===== src/rtl/relu_backward_pkg.sv =====
// Shared defaults and FSM state encoding for the ReLU backward (gradient mask) unit.
package relu_backward_pkg;
    localparam int DATA_W_DEF = 33;
    localparam int DEPTH_DEF  = 64;

    localparam logic [1:0] ST_IDLE   = 2'd0;
    localparam logic [1:0] ST_RECORD = 2'd1;
    localparam logic [1:0] ST_REPLAY = 2'd2;
endpackage


===== src/rtl/relu_backward_if.sv =====
// Forward tap, gradient input and masked-gradient output of relu_backward, plus tile status.
interface relu_backward_if
    import relu_backward_pkg::*;
#(
    parameter int DATA_W = DATA_W_DEF,
    parameter int AW     = $clog2(DEPTH_DEF)
);
    logic              fwd_valid;
    logic              fwd_ready;
    logic [DATA_W-1:0] fwd_data;
    logic              fwd_last;
    logic              bwd_valid;
    logic              bwd_ready;
    logic [DATA_W-1:0] bwd_grad;
    logic              out_valid;
    logic              out_ready;
    logic [DATA_W-1:0] out_grad;
    logic              out_last;
    logic [AW:0]       count;
    logic              err;

    modport master (
        output fwd_valid, fwd_data, fwd_last, bwd_valid, bwd_grad, out_ready,
        input  fwd_ready, bwd_ready, out_valid, out_grad, out_last, count, err
    );
    modport slave (
        input  fwd_valid, fwd_data, fwd_last, bwd_valid, bwd_grad, out_ready,
        output fwd_ready, bwd_ready, out_valid, out_grad, out_last, count, err
    );
endinterface


===== src/rtl/relu_mask_buf.sv =====
// DEPTH x 1 mask store: one synchronous write port, one asynchronous read port, no reset.
module relu_mask_buf #(
    parameter int DEPTH = 64,
    parameter int AW    = $clog2(DEPTH)
) (
    input  logic          clk,
    input  logic          wr_en,
    input  logic [AW-1:0] wr_addr,
    input  logic          wr_bit,
    input  logic [AW-1:0] rd_addr,
    output logic          rd_bit
);
    logic [DEPTH-1:0] mem_q, mem_d;

    always_comb begin
        mem_d = mem_q;
        if (wr_en) mem_d[wr_addr] = wr_bit;
    end

    always_ff @(posedge clk) begin
        mem_q <= mem_d;
    end

    assign rd_bit = mem_q[rd_addr];
endmodule


===== src/rtl/relu_backward.sv =====
// Streaming ReLU gradient: records a pass mask from the forward stream, then gates
// the gradient stream with it in order, one beat per cycle.
module relu_backward
    import relu_backward_pkg::*;
#(
    parameter int DATA_W = DATA_W_DEF,
    parameter int DEPTH  = DEPTH_DEF,
    parameter int AW     = $clog2(DEPTH)
) (
    input  logic           clk,
    input  logic           rst_n,
    input  logic           clear,
    relu_backward_if.slave bus
);
    localparam logic [AW:0]   CNT_ONE  = (AW+1)'(1);
    localparam logic [AW:0]   CNT_FULL = (AW+1)'(DEPTH);
    localparam logic [AW-1:0] PTR_ONE  = AW'(1);

    logic [1:0]        state_q, state_d;
    logic [AW:0]       count_q, count_d;
    logic [AW-1:0]     rd_ptr_q, rd_ptr_d;
    logic              out_valid_q, out_valid_d;
    logic              out_last_q, out_last_d;
    logic [DATA_W-1:0] out_grad_q, out_grad_d;
    logic              err_q, err_d;

    logic fwd_acc, bwd_acc, out_hs, full, last_pending, wr_en, rd_bit;

    // count doubles as the write pointer; it never passes DEPTH
    assign full         = (count_q == CNT_FULL);
    assign last_pending = out_valid_q & out_last_q;

    assign bus.fwd_ready = (state_q != ST_REPLAY);
    assign bus.bwd_ready = (state_q == ST_REPLAY) & ~last_pending &
                           (~out_valid_q | bus.out_ready);

    assign fwd_acc = bus.fwd_valid & bus.fwd_ready;
    assign bwd_acc = bus.bwd_valid & bus.bwd_ready;
    assign out_hs  = out_valid_q & bus.out_ready;
    assign wr_en   = fwd_acc & ~full & ~clear;

    relu_mask_buf #(.DEPTH(DEPTH), .AW(AW)) u_mask (
        .clk     (clk),
        .wr_en   (wr_en),
        .wr_addr (count_q[AW-1:0]),
        .wr_bit  (~bus.fwd_data[DATA_W-1]),
        .rd_addr (rd_ptr_q),
        .rd_bit  (rd_bit)
    );

    always_comb begin
        state_d     = state_q;
        count_d     = count_q;
        rd_ptr_d    = rd_ptr_q;
        out_valid_d = out_valid_q;
        out_last_d  = out_last_q;
        out_grad_d  = out_grad_q;
        err_d       = err_q;
        if (clear) begin
            state_d     = ST_IDLE;
            count_d     = '0;
            rd_ptr_d    = '0;
            out_valid_d = 1'b0;
            out_last_d  = 1'b0;
            out_grad_d  = '0;
            err_d       = 1'b0;
        end else begin
            case (state_q)
                ST_IDLE, ST_RECORD: begin
                    if (fwd_acc) begin
                        if (!full) count_d = count_q + CNT_ONE;
                        else       err_d   = 1'b1;
                        state_d = bus.fwd_last ? ST_REPLAY : ST_RECORD;
                    end
                end
                ST_REPLAY: begin
                    // a new beat reloads the register even while the old one leaves
                    if (bwd_acc) begin
                        out_valid_d = 1'b1;
                        out_grad_d  = rd_bit ? bus.bwd_grad : '0;
                        out_last_d  = ({1'b0, rd_ptr_q} == count_q - CNT_ONE);
                        rd_ptr_d    = rd_ptr_q + PTR_ONE;
                    end else if (out_hs) begin
                        out_valid_d = 1'b0;
                        out_last_d  = 1'b0;
                    end
                    if (out_hs && last_pending) begin
                        state_d  = ST_IDLE;
                        count_d  = '0;
                        rd_ptr_d = '0;
                    end
                end
                default: state_d = ST_IDLE;
            endcase
        end
    end

    always_ff @(posedge clk or negedge rst_n) begin
        if (!rst_n) begin
            state_q     <= ST_IDLE;
            count_q     <= '0;
            rd_ptr_q    <= '0;
            out_valid_q <= 1'b0;
            out_last_q  <= 1'b0;
            out_grad_q  <= '0;
            err_q       <= 1'b0;
        end else begin
            state_q     <= state_d;
            count_q     <= count_d;
            rd_ptr_q    <= rd_ptr_d;
            out_valid_q <= out_valid_d;
            out_last_q  <= out_last_d;
            out_grad_q  <= out_grad_d;
            err_q       <= err_d;
        end
    end

    assign bus.out_valid = out_valid_q;
    assign bus.out_last  = out_last_q;
    assign bus.out_grad  = out_grad_q;
    assign bus.count     = count_q;
    assign bus.err       = err_q;
endmodule


===== src/flat_wrapper.sv =====
// flat-port wrapper written by rule: the top's interface ports become plain ports
module relu_backward_flat import relu_backward_pkg::*;
#(
    parameter int DATA_W = DATA_W_DEF,
    parameter int DEPTH  = DEPTH_DEF,
    parameter int AW     = $clog2(DEPTH)
)
  (clk, rst_n, clear, bus_fwd_valid, bus_fwd_data, bus_fwd_last, bus_bwd_valid, bus_bwd_grad, bus_out_ready, bus_fwd_ready, bus_bwd_ready, bus_out_valid, bus_out_grad, bus_out_last, bus_count, bus_err);
  relu_backward_if #(.DATA_W(DATA_W), .AW(AW)) bus_i ();
  input  logic clk;
  input  logic rst_n;
  input  logic clear;
  input wire logic [$bits(bus_i.fwd_valid)-1:0] bus_fwd_valid;
  input wire logic [$bits(bus_i.fwd_data)-1:0] bus_fwd_data;
  input wire logic [$bits(bus_i.fwd_last)-1:0] bus_fwd_last;
  input wire logic [$bits(bus_i.bwd_valid)-1:0] bus_bwd_valid;
  input wire logic [$bits(bus_i.bwd_grad)-1:0] bus_bwd_grad;
  input wire logic [$bits(bus_i.out_ready)-1:0] bus_out_ready;
  output wire logic [$bits(bus_i.fwd_ready)-1:0] bus_fwd_ready;
  output wire logic [$bits(bus_i.bwd_ready)-1:0] bus_bwd_ready;
  output wire logic [$bits(bus_i.out_valid)-1:0] bus_out_valid;
  output wire logic [$bits(bus_i.out_grad)-1:0] bus_out_grad;
  output wire logic [$bits(bus_i.out_last)-1:0] bus_out_last;
  output wire logic [$bits(bus_i.count)-1:0] bus_count;
  output wire logic [$bits(bus_i.err)-1:0] bus_err;
  assign bus_i.fwd_valid = bus_fwd_valid;
  assign bus_i.fwd_data = bus_fwd_data;
  assign bus_i.fwd_last = bus_fwd_last;
  assign bus_i.bwd_valid = bus_bwd_valid;
  assign bus_i.bwd_grad = bus_bwd_grad;
  assign bus_i.out_ready = bus_out_ready;
  assign bus_fwd_ready = bus_i.fwd_ready;
  assign bus_bwd_ready = bus_i.bwd_ready;
  assign bus_out_valid = bus_i.out_valid;
  assign bus_out_grad = bus_i.out_grad;
  assign bus_out_last = bus_i.out_last;
  assign bus_count = bus_i.count;
  assign bus_err = bus_i.err;
  relu_backward #(.DATA_W(DATA_W), .DEPTH(DEPTH), .AW(AW)) u_core (.clk(clk), .rst_n(rst_n), .clear(clear), .bus(bus_i));
endmodule

===== config.mk =====
export PLATFORM = sky130hd
export DESIGN_NAME = relu_backward_flat
export DESIGN_NICKNAME = d
export VERILOG_FILES = /design/src/rtl/relu_backward_pkg.sv /design/src/rtl/relu_backward_if.sv /design/src/rtl/relu_mask_buf.sv /design/src/rtl/relu_backward.sv /design/src/flat_wrapper.sv
export SDC_FILE = /design/constraint.sdc
export NUM_CORES = 1
export LEC_CHECK = 0
export CAP_MARGIN = 20
export CORE_MARGIN = 1
export CORE_UTILIZATION = 35
export DETAILED_ROUTE_END_ITERATION = 8
export PLACE_DENSITY = 0.63
export RECOVER_POWER = 100
export SLEW_MARGIN = 20
export SYNTH_ARGS = -nofsm -noshare
export SYNTH_HDL_FRONTEND = slang
export SYNTH_SLANG_ARGS = --single-unit
export TNS_END_PERCENT = 5

===== constraint.sdc =====
create_clock -name clk -period 3.3 [get_ports clk]
set_clock_uncertainty 0.1 [all_clocks]
set_input_delay 0.66 -clock clk [delete_from_list [all_inputs] [get_ports clk]]
set_output_delay 0.66 -clock clk [all_outputs]
set_load 0.02 [all_outputs]

* Yosys cells after proc, flatten, opt, wreduce, memory -nomap -nowiden
Cells that the tools add are included.
** Storage, ports and cells
- Register bits after elaboration :: 115
- Input bits :: 73
- Output and inout port bits :: 45
- Word-level logic and storage cells :: 88
** Operators by class
- Add/subtract/negate cells :: 3
- Magnitude comparators :: 3
- Eq/ne operators :: 8
- Multiplexer cells :: 34
- Bitwise logic cells :: 14
- Reduce and logical (&&, ||, !) cells :: 18
** Operator list (count)
- 33-bit two-way mux :: 4
- 64-bit bitwise mux :: 1
- 7-bit two-way mux :: 4
- 6-bit two-way mux :: 4
- 6-bit by 7-bit less-than comparator with 1-bit output (second input constant) :: 2
- 7-bit case mux with 2 select lines :: 1
- 1-bit two-way mux :: 13
- 2-bit nonzero test :: 5
- 3-bit nonzero test :: 3
- 1-bit AND :: 8
- 2-bit two-way mux :: 4
- 2-bit AND reduction :: 4
- 7-bit by 1-bit adder with 7-bit output (second input constant) :: 1
- 6-bit by 7-bit == test with 1-bit output :: 1
- 7-bit == test (second input constant) :: 1
- 7-bit by 1-bit subtractor with 7-bit output (second input constant) :: 1
- 6-bit by 1-bit adder with 6-bit output (second input constant) :: 1
- 1-bit binary-select mux with 6-bit select :: 1
- 1-bit demux with 6-bit select :: 1
- 6-bit by 1-bit greater-or-equal comparator with 1-bit output (second input constant) :: 1
- 3-bit inequality test (second input constant) :: 2
- 1-bit inverter :: 5
- 2-bit case mux with 2 select lines :: 1
- 4-bit AND reduction :: 1
- other kinds (9) :: 10

* Longest topological paths before layout
- Word-level depth :: 9
- Depth in mapped cells :: 8
- Depth with buffers taken out :: 7

* By module
From an unflattened synthesis, not the netlist that was laid out.
** Unflattened totals
- Cells, all modules :: 479
- Area, all modules :: 5504.0 um2
** Modules (own cells, without submodules)
- relu_mask_buf :: instances 1, cells each 206, area each 2971.6 um2, sequential area each 1921.8 um2
- relu_backward :: instances 1, cells each 273, area each 2532.4 um2, sequential area each 1276.2 um2

* Worst setup path after synthesis
No wires, ideal clock.
- Kind :: input port to flip-flop
- From :: input port clear
- To :: register u_core.count_q[6], in the netlist u_core.bus.count[6]
- Library setup time :: 78 ps
- Data arrival time :: 2152 ps
- Required time :: 3122 ps
- Setup slack :: 970 ps
- Stages :: 6
- Path buffers :: 1
- Cells stage by stage :: clkbuf_1 -> nor2_1 -> a311oi_1 -> o211ai_1 -> or3_1 -> a21oi_1
** On the way
- Longest elaborated chain between the ends :: 2
- Elaborated cells between the ends (all ways) :: 6
- Those cells by class :: eq/ne (3); mux (1); reduce/logical (2)
** RTL lines
- start, declared :: RTL line flat_wrapper.sv:12 : input logic clear;
- 3-bit inequality test (no source line), or another cell as far along
- 4-bit AND reduction (no source line)
- end signal, assigned :: RTL line relu_backward.sv:109 : count_q <= count_d;
- end, declared :: RTL line relu_backward.sv:20 : logic [AW:0] count_q, count_d;
Parallel ways exist; a longest one is shown, timed or not.
A chain may end at the register's enable or synchronous reset.

* Final worst setup path
- From :: input port bus_out_ready
- To :: output port bus_bwd_ready
** On the way
- Longest elaborated chain between the ends :: 2
** RTL lines
- start, declared :: RTL line flat_wrapper.sv:18 : input wire logic [$bits(bus_i.out_ready)-1:0] bus_out_ready;
- 1-bit bitwise OR :: RTL line relu_backward.sv:35 : (~out_valid_q | bus.out_ready);
- 1-bit AND :: RTL line relu_backward.sv:34 : assign bus.bwd_ready = (state_q == ST_REPLAY) & ~last_pending &
- end, declared :: RTL line flat_wrapper.sv:20 : output wire logic [$bits(bus_i.bwd_ready)-1:0] bus_bwd_ready;
No other way between the ends.

==> results.rst <==
.. list-table::
   :header-rows: 1

   * - Metric
     - Value
   * - Run status
     - completed
   * - Max-capacitance violation count
     - 0
   * - Dpl hpwl
     - 8.76 mm
   * - Routed met1 length
     - 5.90 mm
   * - Root buffer cell
     - clkbuf_16
   * - Routed met2 length
     - between 6 and 7 mm
   * - Die height
     - ~130 um
   * - Number of flops mapped to enable cells by yosys
     - 64
   * - Buffer levels on the longest clock path
     - 2
   * - Die outline area
     - about 16000 um2
   * - Final hold slack
     - between 0.3 and 0.4 ns
   * - Worst slack at placement
     - a little under 0.3 ns
   * - Biggest area contributors in the synthesized netlist
     - edfxtp_1, dfrtp_1, nor2_1
   * - Starting Density
     - 35.9%
   * - First-pass GRT wire length
     - ~22 mm
   * - Antenna diodes
     - 0
   * - Yosys warning count
     - 0
   * - Post-layout min period
     - around 3.1 ns
   * - Most instantiated library cell after synthesis
     - nor2_1
   * - Async S/R FF share, synth
     - ~44%
   * - Initial antenna violation count
     - 0
   * - CORE AREA
     - about 15000 um2
   * - Routed wire length on met3
     - just over 800 um
   * - CP required
     - approximately 2.5 ns
   * - Max H-tree Level
     - 4
   * - Aggregate global routing overflow
     - 0
   * - Most common library cells after synthesis
     - nor2_1, edfxtp_1, dfrtp_1
   * - Count of nets left with antenna violations after detail routing
     - 0
   * - Final setup margin
     - ~0.23 ns
   * - Critical register-to-register path startpoint
     - u_core.state_q[1]
   * - Max IR drop VDD
     - approximately 0.40 mV
   * - Placer's final routability congestion estimate
     - 0.788
   * - Highest clock rate
     - around 0.33 GHz
   * - Final hold violations
     - 0
   * - Register bit total from synthesis
     - 115
   * - Sequential-to-total area share from yosys stat
     - about three fifths
   * - LEAKAGE
     - about 2.8 nW
   * - Clock tree sinks
     - between 100 and 150
   * - Cell area after technology mapping
     - around 5500 um2
   * - Router iterations before antenna repair
     - 4
   * - DR top layer
     - met4
   * - Clock buffers created by TritonCTS
     - 17
   * - Most instantiated flip-flop cell in the synthesis netlist
     - edfxtp_1
   * - Net count of the mapped netlist
     - around 560
   * - Iter 0 DRT Violations
     - 238
   * - Overall routed net length
     - ~13 mm
   * - Area growth from synthesis to layout
     - 31.2%
   * - CTS tree
     - built
   * - Headroom to the max-slew limit
     - 31.6%
   * - Share of cells above drive strength 1
     - 10.3%
   * - Launching element type of the critical path
     - input pin
   * - Critical Path Fanout Max
     - 5
   * - Largest net degree at the start of global routing
     - 65
   * - Top-level I/O count
     - 118
   * - Number of buffer cells added on primary ports
     - 85
   * - Period Utilization, post-route
     - between 90% and 100%
   * - Remaining design rule violation count
     - 0
   * - Average cell area after synthesis
     - 11.4 um2
   * - Die boundary width
     - around 130 um
   * - WS Path Type
     - input pin to output port
   * - Count of unique library cells instantiated by Yosys
     - between 40 and 50
   * - Number of pins exceeding their max-slew limit in the final report
     - 0
   * - Detail-routed via count per cell
     - ~5.4
   * - Slew at the pin closest to its max-slew limit
     - about 1.0 ns
   * - All-layer global routing usage
     - between 10% and 20%
   * - Clock input transition at the sequential cells of the worst setup and hold paths
     - about 0.060 ns
   * - Arrival time reported for the critical path endpoint
     - about 2.3 ns
   * - Post-cts hold buffer count
     - 0
   * - Vias in the first global route
     - about 4200
   * - Total Neg Setup Slack
     - 0 ns
   * - Total chip power
     - between 3 and 4 mW
   * - Areal power density over the cells
     - 509 nW/um2
   * - Worst hold-check path type
     - input pin to asynchronous set/reset pin
   * - Final nets
     - 648
   * - Startpoint of the worst setup timing path
     - bus_out_ready
   * - RSZ-0062 raised after global routing
     - no
   * - Core Rows
     - 45
   * - Fraction of post-synthesis cell area in the top cell type by area
     - 35.2%
   * - Buffer count from post-CTS setup fixing
     - 0
   * - Routed length per instance
     - 17.4 um
   * - Vias after detailed routing
     - 4184
   * - Quantity of gates resized following cts
     - 0
   * - Critical path endpoint category
     - output port
   * - Clock insertion delay at the later pin of the skew report
     - approximately 0.41 ns
   * - Final setup vio count
     - 0
   * - Largest area contributor in the netlist
     - edfxtp_1
   * - Gate count of the mapped netlist
     - between 400 and 500
worst max-delay path, cell delays in order:
cell and delay (ns):
dlygate4sd3_1 0.61, nor2b_1 0.28, o21a_1 0.15, clkdlybuf4s50_1 0.61
cells in the final DEF, fill, tap and decap left out, types with 3 or more instances in the layout:
master	instances
mux2i_1	19
clkbuf_16	17
or3_1	3
clkbuf_2	3
nand2b_1	3
o2111ai_1	5
buf_4	8
dlygate4sd3_1	47
clkdlybuf4s50_1	37
mux4_2	11
bufinv_16	3
nand2_1	48
xor2_1	6
clkinv_1	3
o21ai_0	7
clkinvlp_4	6
dfrtp_1	51
nor2_1	79
edfxtp_1	64
a21oi_1	7
nand3_1	42
inv_1	8
a32oi_1	33
nand3b_1	5
nor3_1	5
xnor2_1	7
ha_1	4
nor2b_1	7
clkbuf_1	8
area by class of cell:
cell class | count | area, um2
well taps | 188 | 235
inverters | 8 | 30.0
repair buffers | 105 | 986
multi-input cells | 324 | 2130
fillers | 1380 | 8030
clock buffers | 17 | 425
flip-flops and latches | 115 | 3200
clock inverters | 15 | 165
cells by family after synthesis:
kind of cell / after synthesis / synth area share (%)
simple gates: 204 / 16.8
compound gates: 73 / 10.6
buf+inv: 41 / 3.07
fa+ha+maj: 4 / 0.916
xor+xnor: 13 / 2.08
flops: 115 / 58.5
mux: 30 / 8.01
state kept, by name (all words and copies together), names as in the netlist:
| signal | cells |
|---|---|
| u_core.bus.count | 7 |
| u_core.bus.err | 1 |
| u_core.bus.out_grad | 33 |
| u_core.bus.out_last | 1 |
| u_core.bus.out_valid | 1 |
| u_core.rd_ptr_q | 6 |
| u_core.state_q | 2 |
| u_core.u_mask.mem_q | 64 |
power breakdown:
part / internal (mW) / switching (mW)
clock network: 1.17 / 0.653
logic: 0.115 / 0.154
registers: 1.54 / 0.0142
total: 2.82 / 0.821
per-layer routing:
layer / GRT usage [%] / vias up
li1: - / 1979
met1: 22.2 / 2047
met2: 28.7 / 137
met3: 4.64 / 21
met4: 7.07 / 0
met5: 0 / -
worst paths after layout:
kind	endpoint	slack (ns)	depth (start not counted)
min in group clk	u_core.bus.out_grad[5]	0.38	2
setup reg to reg	u_core.bus.out_grad[18]	0.65	6
setup / recovery	bus_bwd_ready	0.23	4
max in group asynchronous	u_core.bus.out_grad[18]	1.39	2
hold / removal	u_core.rd_ptr_q[5]	0.30	1
hold reg to reg	u_core.bus.out_grad[5]	0.38	2
through the flow:
stage               util (%)  cells  area, um2
CTS                     47.4    772       7210
global placement        43.5    740       6620
finish                  47.2    772       7170
floorplan                  -    480       5460
detailed placement      43.5    740       6620
global route            47.2    772       7170
Note: power is estimated with default switching activity, not from simulation.
